<file path="src/rtl/mmio_timer_if.sv">
// mmio_timer_if: word-level register bus between the CPU bridge and the timer.
// master is the bridge side, slave is the timer side.
interface mmio_timer_if;
  logic [1:0]  addr;
  logic        we;
  logic [31:0] wdata;
  logic [31:0] rdata;
  logic        irq;

  modport master (
    output addr, we, wdata,
    input  rdata, irq
  );

  modport slave (
    input  addr, we, wdata,
    output rdata, irq
  );
endinterface

</file>
<file path="src/rtl/mmio_timer.sv">
// mmio_timer: memory-mapped countdown timer with CTRL/PRESET/COUNT and irq.
// Optional prescaler enabled by defining TC_PRESCALE_EN.
module mmio_timer #(
  parameter int unsigned PRESCALE = 4
) (
  input  logic       clk,
  input  logic       reset_n,
  mmio_timer_if.slave bus
);
  typedef enum logic [1:0] {
    S_IDLE,
    S_LOAD,
    S_CNT,
    S_INT
  } state_t;

  state_t      state;
  logic [3:0]  ctrl;
  logic [31:0] preset;
  logic [31:0] count;
  logic        flag;
  logic        ctrl_wr;
  logic        en_eff;
  logic        tick;

  assign ctrl_wr = bus.we && (bus.addr == 2'd0);
  // A CTRL write landing this cycle overrides the stored EN for CNT.
  assign en_eff  = ctrl_wr ? bus.wdata[0] : ctrl[0];

`ifdef TC_PRESCALE_EN
  localparam logic [31:0] PRE_MAX = PRESCALE - 1;
  logic [31:0] pre_q;

  assign tick = (pre_q == PRE_MAX);

  // Prescaler runs only while counting; cleared on tick, LOAD and exit.
  always_ff @(posedge clk) begin
    if (!reset_n)
      pre_q <= '0;
    else if (state == S_CNT && en_eff && !tick)
      pre_q <= pre_q + 32'd1;
    else
      pre_q <= '0;
  end
`else
  logic unused_cfg;

  assign tick       = 1'b1;
  assign unused_cfg = ^PRESCALE;
`endif

  // Register file writes plus the countdown FSM; FSM updates override.
  always_ff @(posedge clk) begin
    if (!reset_n) begin
      state  <= S_IDLE;
      ctrl   <= '0;
      preset <= '0;
      count  <= '0;
      flag   <= 1'b0;
    end else begin
      if (ctrl_wr) begin
        ctrl <= bus.wdata[3:0];
        flag <= 1'b0;
      end
      if (bus.we && bus.addr == 2'd1)
        preset <= bus.wdata;

      unique case (state)
        S_IDLE: begin
          if (ctrl[0])
            state <= S_LOAD;
        end
        S_LOAD: begin
          count <= preset;
          state <= S_CNT;
        end
        S_CNT: begin
          if (!en_eff) begin
            state <= S_IDLE;
          end else if (tick) begin
            if (count > 32'd1) begin
              count <= count - 32'd1;
            end else begin
              count <= '0;
              flag  <= 1'b1;
              state <= S_INT;
            end
          end
        end
        S_INT: begin
          if (ctrl[2:1] == 2'd1) begin
            flag  <= 1'b0;
            state <= S_LOAD;
          end else begin
            if (!ctrl_wr)
              ctrl[0] <= 1'b0;
            state <= S_IDLE;
          end
        end
      endcase
    end
  end

  // Combinational read mux; reserved word reads zero.
  always_comb begin
    bus.rdata = '0;
    unique case (bus.addr)
      2'd0: bus.rdata = {28'b0, ctrl};
      2'd1: bus.rdata = preset;
      2'd2: bus.rdata = count;
      2'd3: bus.rdata = '0;
    endcase
  end

  assign bus.irq = flag & ctrl[3];
endmodule

</file>
<file path="src/flat_wrapper.sv">
// flat-port wrapper written by rule: the top's interface ports become plain ports
module mmio_timer_flat 
#(
  parameter int unsigned PRESCALE = 4
)
  (clk, reset_n, bus_addr, bus_we, bus_wdata, bus_rdata, bus_irq);
  mmio_timer_if bus_i ();
  input  logic clk;
  input  logic reset_n;
  input wire logic [$bits(bus_i.addr)-1:0] bus_addr;
  input wire logic [$bits(bus_i.we)-1:0] bus_we;
  input wire logic [$bits(bus_i.wdata)-1:0] bus_wdata;
  output wire logic [$bits(bus_i.rdata)-1:0] bus_rdata;
  output wire logic [$bits(bus_i.irq)-1:0] bus_irq;
  assign bus_i.addr = bus_addr;
  assign bus_i.we = bus_we;
  assign bus_i.wdata = bus_wdata;
  assign bus_rdata = bus_i.rdata;
  assign bus_irq = bus_i.irq;
  mmio_timer #(.PRESCALE(PRESCALE)) u_core (.clk(clk), .reset_n(reset_n), .bus(bus_i));
endmodule
</file>
<file path="config.mk">
export PLATFORM = sky130hd
export DESIGN_NAME = mmio_timer_flat
export DESIGN_NICKNAME = d
export VERILOG_FILES = /design/src/rtl/mmio_timer_if.sv /design/src/rtl/mmio_timer.sv /design/src/flat_wrapper.sv
export SDC_FILE = /design/constraint.sdc
export NUM_CORES = 1
export LEC_CHECK = 0
export ABC_AREA = 0
export ABC_CLOCK_PERIOD_IN_PS = 3600
export BUFFER_PORTS_ARGS = -buffer_cell sky130_fd_sc_hd__buf_2
export CORE_ASPECT_RATIO = 0.8
export CORE_MARGIN = 4
export CORE_UTILIZATION = 61
export DETAILED_ROUTE_END_ITERATION = 10
export HOLD_SLACK_MARGIN = 0.1
export PLACE_DENSITY = 0.9
export SYNTH_ARGS = -nofsm -noshare
export SYNTH_HDL_FRONTEND = slang
export SYNTH_SLANG_ARGS = --single-unit
</file>
<file path="constraint.sdc">
create_clock -name clk -period 3.6 [get_ports clk]
set_clock_uncertainty 0.05 [all_clocks]
set_input_delay 0.18 -clock clk [delete_from_list [all_inputs] [get_ports clk]]
set_output_delay 0.18 -clock clk [all_outputs]
set_load 0.01 [all_outputs]
</file>
Word-level counts from Yosys, hierarchy flattened
Index checks and enable logic that the tools add are counted.
{ "totals": {"register_bits": 71, "mem_bits_ro": 0, "input_bits": 37, "mem_bits_rw": 0, "latchBits": 0, "memories": 0, "out_inout_bits": 33, "wordCells": 45} }
{ "classes": {"n_div": 0, "bitwise_logic": 1, "n_mul": 0, "reduce_logical": 7, "n_shift": 0, "n_eq_ne": 10, "order_cmp": 1, "muxes": 19, "n_addsub": 1} }
{ "ops": {"columns": ["operator", "count"], "rows": [
  ["32-bit case mux with 4 select lines", 1],
  ["32-bit two-way mux", 2],
  ["32-bit case mux with 2 select lines", 1],
  ["32-bit by 1-bit > comparator with 1-bit output (second input constant)", 1],
  ["32-bit by 1-bit subtractor with 32-bit output (second input constant)", 1],
  ["1-bit two-way mux", 10],
  ["2-bit equality test (second input constant)", 4],
  ["2-bit case mux with 4 select lines", 1],
  ["2-bit by 1-bit equality test with 1-bit output (second input constant)", 3],
  ["2-bit two-way mux", 3],
  ["2-bit zero test", 2],
  ["2-bit by 1-bit inequality test with 1-bit output (second input constant)", 2],
  ["2-bit AND reduction", 2],
  ["3-bit inequality test (second input constant)", 1],
  ["1-bit logical AND", 2],
  ["1-bit case mux with 2 select lines", 1],
  ["2-bit nonzero test", 1],
  ["1-bit AND", 1]
]} }

Logic depth before layout (Yosys ltp)
{ "logic_depth": {"ltp_word": 6, "depth_mapped": 8} }

Least setup slack after synthesis
Ideal clock, no wire load.
{ "synth_timing": {"path_type": "reg-to-reg", "start": "register u_core.count[5]", "end": "register u_core.count[27]", "n_path_buf": 3, "t_required_ns": 3.420, "path_slack_ns": 1.486, "arrival_time_ns": 1.934, "stages_incl_launch_ff": 9, "cell_sequence": "dfxtp_1 > buf_2 > or4_1 > buf_2 > nor4_4 > nand3_4 > buf_2 > a31oi_1 > o22ai_1"} }
{ "synth_via": {"elab_chain_len": 4, "word_cells_on_any_way": 5, "cone_classes": "add/sub: 1; order compare: 1; mux: 3"} }
{ "synth_lines": {"columns": ["element", "line_no", "source"], "rows": [
  ["start: declaration", "mmio_timer.sv:20", "logic [31:0] count;"],
  ["start signal: assignment", "mmio_timer.sv:74", "count <= preset;"],
  ["start signal: assignment", "mmio_timer.sv:82", "count <= count - 32'd1;"],
  ["32-bit by 1-bit subtractor with 32-bit output or 32-bit by 1-bit > comparator with 1-bit output (tied branches)", "mmio_timer.sv:82, mmio_timer.sv:81", null],
  ["32-bit two-way mux (*)", "mmio_timer.sv:81", "if (count > 32'd1) begin"],
  ["32-bit two-way mux (*)", "mmio_timer.sv:78", "if (!en_eff) begin"],
  ["32-bit case mux with 2 select lines (*)", "mmio_timer.sv:68", "unique case (state)"]
]} }
Every way passes the cells marked *; elsewhere a longest branch is shown, timed or not. The select of a mux whose other input is x is not followed.
A chain may end at the register's enable or synchronous reset.

Final worst setup path
{ "layout_timing": {"start": "register u_core.state[1]", "end": "register u_core.count[27]"} }
{ "layout_via": {"elab_chain_len": 3, "word_cells_on_any_way": 6, "cone_classes": "eq/ne: 3; mux: 1; reduce/logical: 2"} }
{ "layout_lines": {"columns": ["element", "line_no", "source"], "rows": [
  ["start: declaration", "mmio_timer.sv:17", "state_t state;"],
  ["start signal: assignment", "mmio_timer.sv:55", "state <= S_IDLE;"],
  ["start signal: assignment", "mmio_timer.sv:71", "state <= S_LOAD;"],
  ["start signal: assignment", "mmio_timer.sv:75", "state <= S_CNT;"],
  ["2-bit equality test or 2-bit by 1-bit equality test with 1-bit output (tied branches)", "mmio_timer.sv:68", null],
  ["2-bit by 1-bit inequality test with 1-bit output (no source line) or 2-bit nonzero test (tied branches)", null, null],
  ["2-bit AND reduction (no source line)", null, null]
]} }
Parallel ways exist; a longest one is shown, timed or not.

==> results.cfg <==
[drt]
drc = 0
avgViaCountPerCell = 6.89
drtPass1Iterations = 6
vias = 4804
routedWlPerCell_um = 20.1
ant_nets = 0
drt_iter0_markers = 676
drt_wl_total_um = 14000

[placed_design]
place_inst = 649
placed_area_mm2 = 0.00445
dp_hpwl_um = 8540
portBuffers = 69
gp_congestion = 0.951
dp_slack_ns = 0.915

[synth]
syn_nets = 580
synth-seq-area-share_pct = 34.2
syn_avg_cell_area_um2 = 7.68
synth_top_flop_cell = dfxtp_1
netlist_area_mm2 = 0.00416
synth_cells = 541
yosysUniqueCellTypes = 52
synthArstFlopShare_pct = 0
yosysWarnings = 0
synth_edf_count = 0
synth_seq_cells = 71

[setup_path]
worst_path_dominant_cell_family = simple AND/OR/NAND/NOR gates
ff2ff_setup_slack_ns = 0.72
reg2reg_depth = 5
cp.required_ns = 3.76
startpoint_type = register
arrival_ns = 3.04
criticalPathCategory = register to register
slowest_delay_ns = 0.67
crit_fanout = 23
cp_cell_sequence = inv_1 -> nand2_1 -> nand2_1 -> nand2_1 -> o22ai_1
crit_top_cell = nand2_1
critPathBufInv = 1
crit_cells = 5
end_kind = register
worstReg2RegEnd = u_core.count[27]$_SDFFE_PN0P_
cpMaxStageDelayCell = dfxtp_1
crit_start = u_core.state[1]$_SDFFE_PN0P_
timing.rr.start = u_core.state[1]$_SDFFE_PN0P_
worstSetupEndpoint = u_core.count[27]$_SDFFE_PN0P_

[timing]
rsz0062_at_grt = no
fin_ws_ns = 0.720
fmax_mhz = 347
tightest_slew_ns = 0.941
slew_violations = 0
setup_tns_ns = 0
fin_crit_sh_pct = 80.0
finalSetupViolations = 0
relSlewSlack_pct = 37.2
hold_violations = 0
period_needed_ns = 2.88

[global_route]
antenna_found_initial = 0
grt_pass1_wl_um = 22700
overflow = 0
grt.total_usage_pct = 34.9
first_global_vias = 4594
grt_max_degree = 55

[die]
row_count = 26
fp.dieW_um = 100
io_pins = 70
initial_utilization_pct = 63.9
coreArea_mm2 = 0.00651
die_y_um = 81.8
dieArea_mm2 = 0.00820

[cells_and_area]
final_common_cell = nand2_1
drive_gt1_share_pct = 18.3
n_antenna_cell = 0
stdcell_count = 697
layout_common_cells = 97 x nand2_1, 71 x dfxtp_1, 69 x buf_2
finalNetCount = 647
final_cell_area_mm2 = 0.00505
syn_to_final_growth_pct = 21.6

[cts]
numClockSinks = 71
cts_tree = built
path_clk_slew_ns = 0.08
clkLatencyLatePin_ns = 0.36
clockBufferDepth = 2
postCtsSetupRepairBufs = 0
cts_root_buffer = clkbuf_8
htree_levels = 3
numCtsBuffers = 9

[outcome]
status = finished clean

[worst_hold_path]
min_path_type = input pin to register

[flow_run]
max_cap_viol_count = 0

[pwr]
ir_drop_mv = 0.314
p_total_mw = 1.97
p_leak_nw = 2.01
p_per_area_mw_per_mm2 = 390
==> layout make-up <==
cell class                      count  area (um2)
Multi-Input combinational cell    411        2490
Fill cell                         477        1450
Sequential cell                    71        1420
Timing Repair Buffer              110         733
Clock buffer                       11         151
Clock inverter                      5         128
Tap cell                           84         105
Inverter                            5        18.8
==> per-stage QoR <==
stage                     hold slack [ns]  utilization, %
after floorplan                     0.266               -
after global placement              0.369            68.4
after detailed placement            0.375            68.4
after CTS                           0.209            77.7
after global routing                0.273            77.7
final                               0.221            77.7
==> cells in the mapped netlist (2+ instances only) <==
| cell | number | area [um2] |
|---|---|---|
| a2111oi_0 | 3 | 26.3 |
| a211oi_1 | 4 | 30.0 |
| a21boi_0 | 4 | 30.0 |
| a21oi_1 | 62 | 310 |
| a221oi_1 | 2 | 17.5 |
| a22o_1 | 28 | 245 |
| a22oi_1 | 10 | 75.1 |
| a31oi_1 | 15 | 93.8 |
| a32oi_1 | 6 | 52.6 |
| a41oi_1 | 4 | 35.0 |
| and2_1 | 3 | 18.8 |
| buf_2 | 11 | 55.1 |
| buf_6 | 2 | 22.5 |
| clkbuf_1 | 40 | 150 |
| dfxtp_1 | 71 | 1420 |
| ha_1 | 2 | 25.0 |
| inv_1 | 4 | 15.0 |
| mux2_2 | 2 | 22.5 |
| mux2i_1 | 8 | 80.1 |
| nand2_1 | 97 | 364 |
| nand2b_1 | 2 | 12.5 |
| nand3_1 | 8 | 40.0 |
| nand3b_1 | 4 | 30.0 |
| nand4_1 | 12 | 75.1 |
| nor2_1 | 20 | 75.1 |
| nor2b_1 | 10 | 62.6 |
| nor3_1 | 13 | 65.1 |
| nor3b_1 | 3 | 22.5 |
| nor4_1 | 10 | 62.6 |
| nor4_2 | 3 | 37.5 |
| o211ai_1 | 7 | 52.6 |
| o21a_1 | 4 | 30.0 |
| o21ai_0 | 7 | 35.0 |
| o21bai_1 | 3 | 22.5 |
| o221a_2 | 2 | 22.5 |
| o22ai_1 | 17 | 106 |
| o31a_1 | 4 | 35.0 |
| or2_2 | 2 | 12.5 |
| or3_1 | 9 | 56.3 |
| or4_1 | 11 | 82.6 |
==> worst min-delay path, cell delays in order <==
cell     delay (ns)
buf_2          0.17
nor3b_4        0.10
nand2_1        0.07
a21oi_1        0.05
==> metal layers <==
layer,vias up,part of all wire (%),GRT usage [%]
li1,2157,-,-
met1,2195,38,43.1
met2,393,46,56.1
met3,59,13,10.1
met4,0,3.0,17.4
met5,-,0,0
==> registers in the layout (all words and copies together), names as in the netlist <==
register / cells
u_core.ctrl: 4
u_core.flag: 1
u_core.preset: 32
u_core.count: 32
u_core.state: 2
==> cell families after synthesis <==
group | after synthesis | share of synthesized area (%)
adders and majority gates | 2 | 0.602
AOI/OAI and AO/OA | 186 | 30.3
buffers and inverters | 59 | 6.02
muxes | 10 | 2.47
and+or+nand+nor | 213 | 26.4
DFF | 71 | 34.2
==> worst min path at each step <==
stage                       start                              to  slack (ns)  cells after the start
floorplan           bus_wdata[13]  u_core.preset[13]$_SDFFE_PN0P_        0.27                      2
global placement    bus_wdata[20]  u_core.preset[20]$_SDFFE_PN0P_        0.37                      3
detailed placement  bus_wdata[10]  u_core.preset[10]$_SDFFE_PN0P_        0.38                      3
CTS                   bus_addr[0]       u_core.ctrl[0]$_SDFF_PN0_        0.21                      4
global route              reset_n          u_core.flag$_SDFF_PN0_        0.27                      2
finish                bus_addr[0]       u_core.ctrl[0]$_SDFF_PN0_        0.22                      4
==> what timing repair did <==
action / 4_1_cts / 5_1_grt
hold buffers: 32 / 0
setup endpoints to repair: 0 / 0
gates resized for setup: 0 / 0
endpoints found under the hold margin: 36 / 0
==> power by group <==
part	leakage, nW	switching (mW)	internal, mW
Clock	0.136	0.316	0.568
Sequential	0.575	0.0195	0.801
Combinational	1.30	0.164	0.100
(Power assumes the default switching activity.)
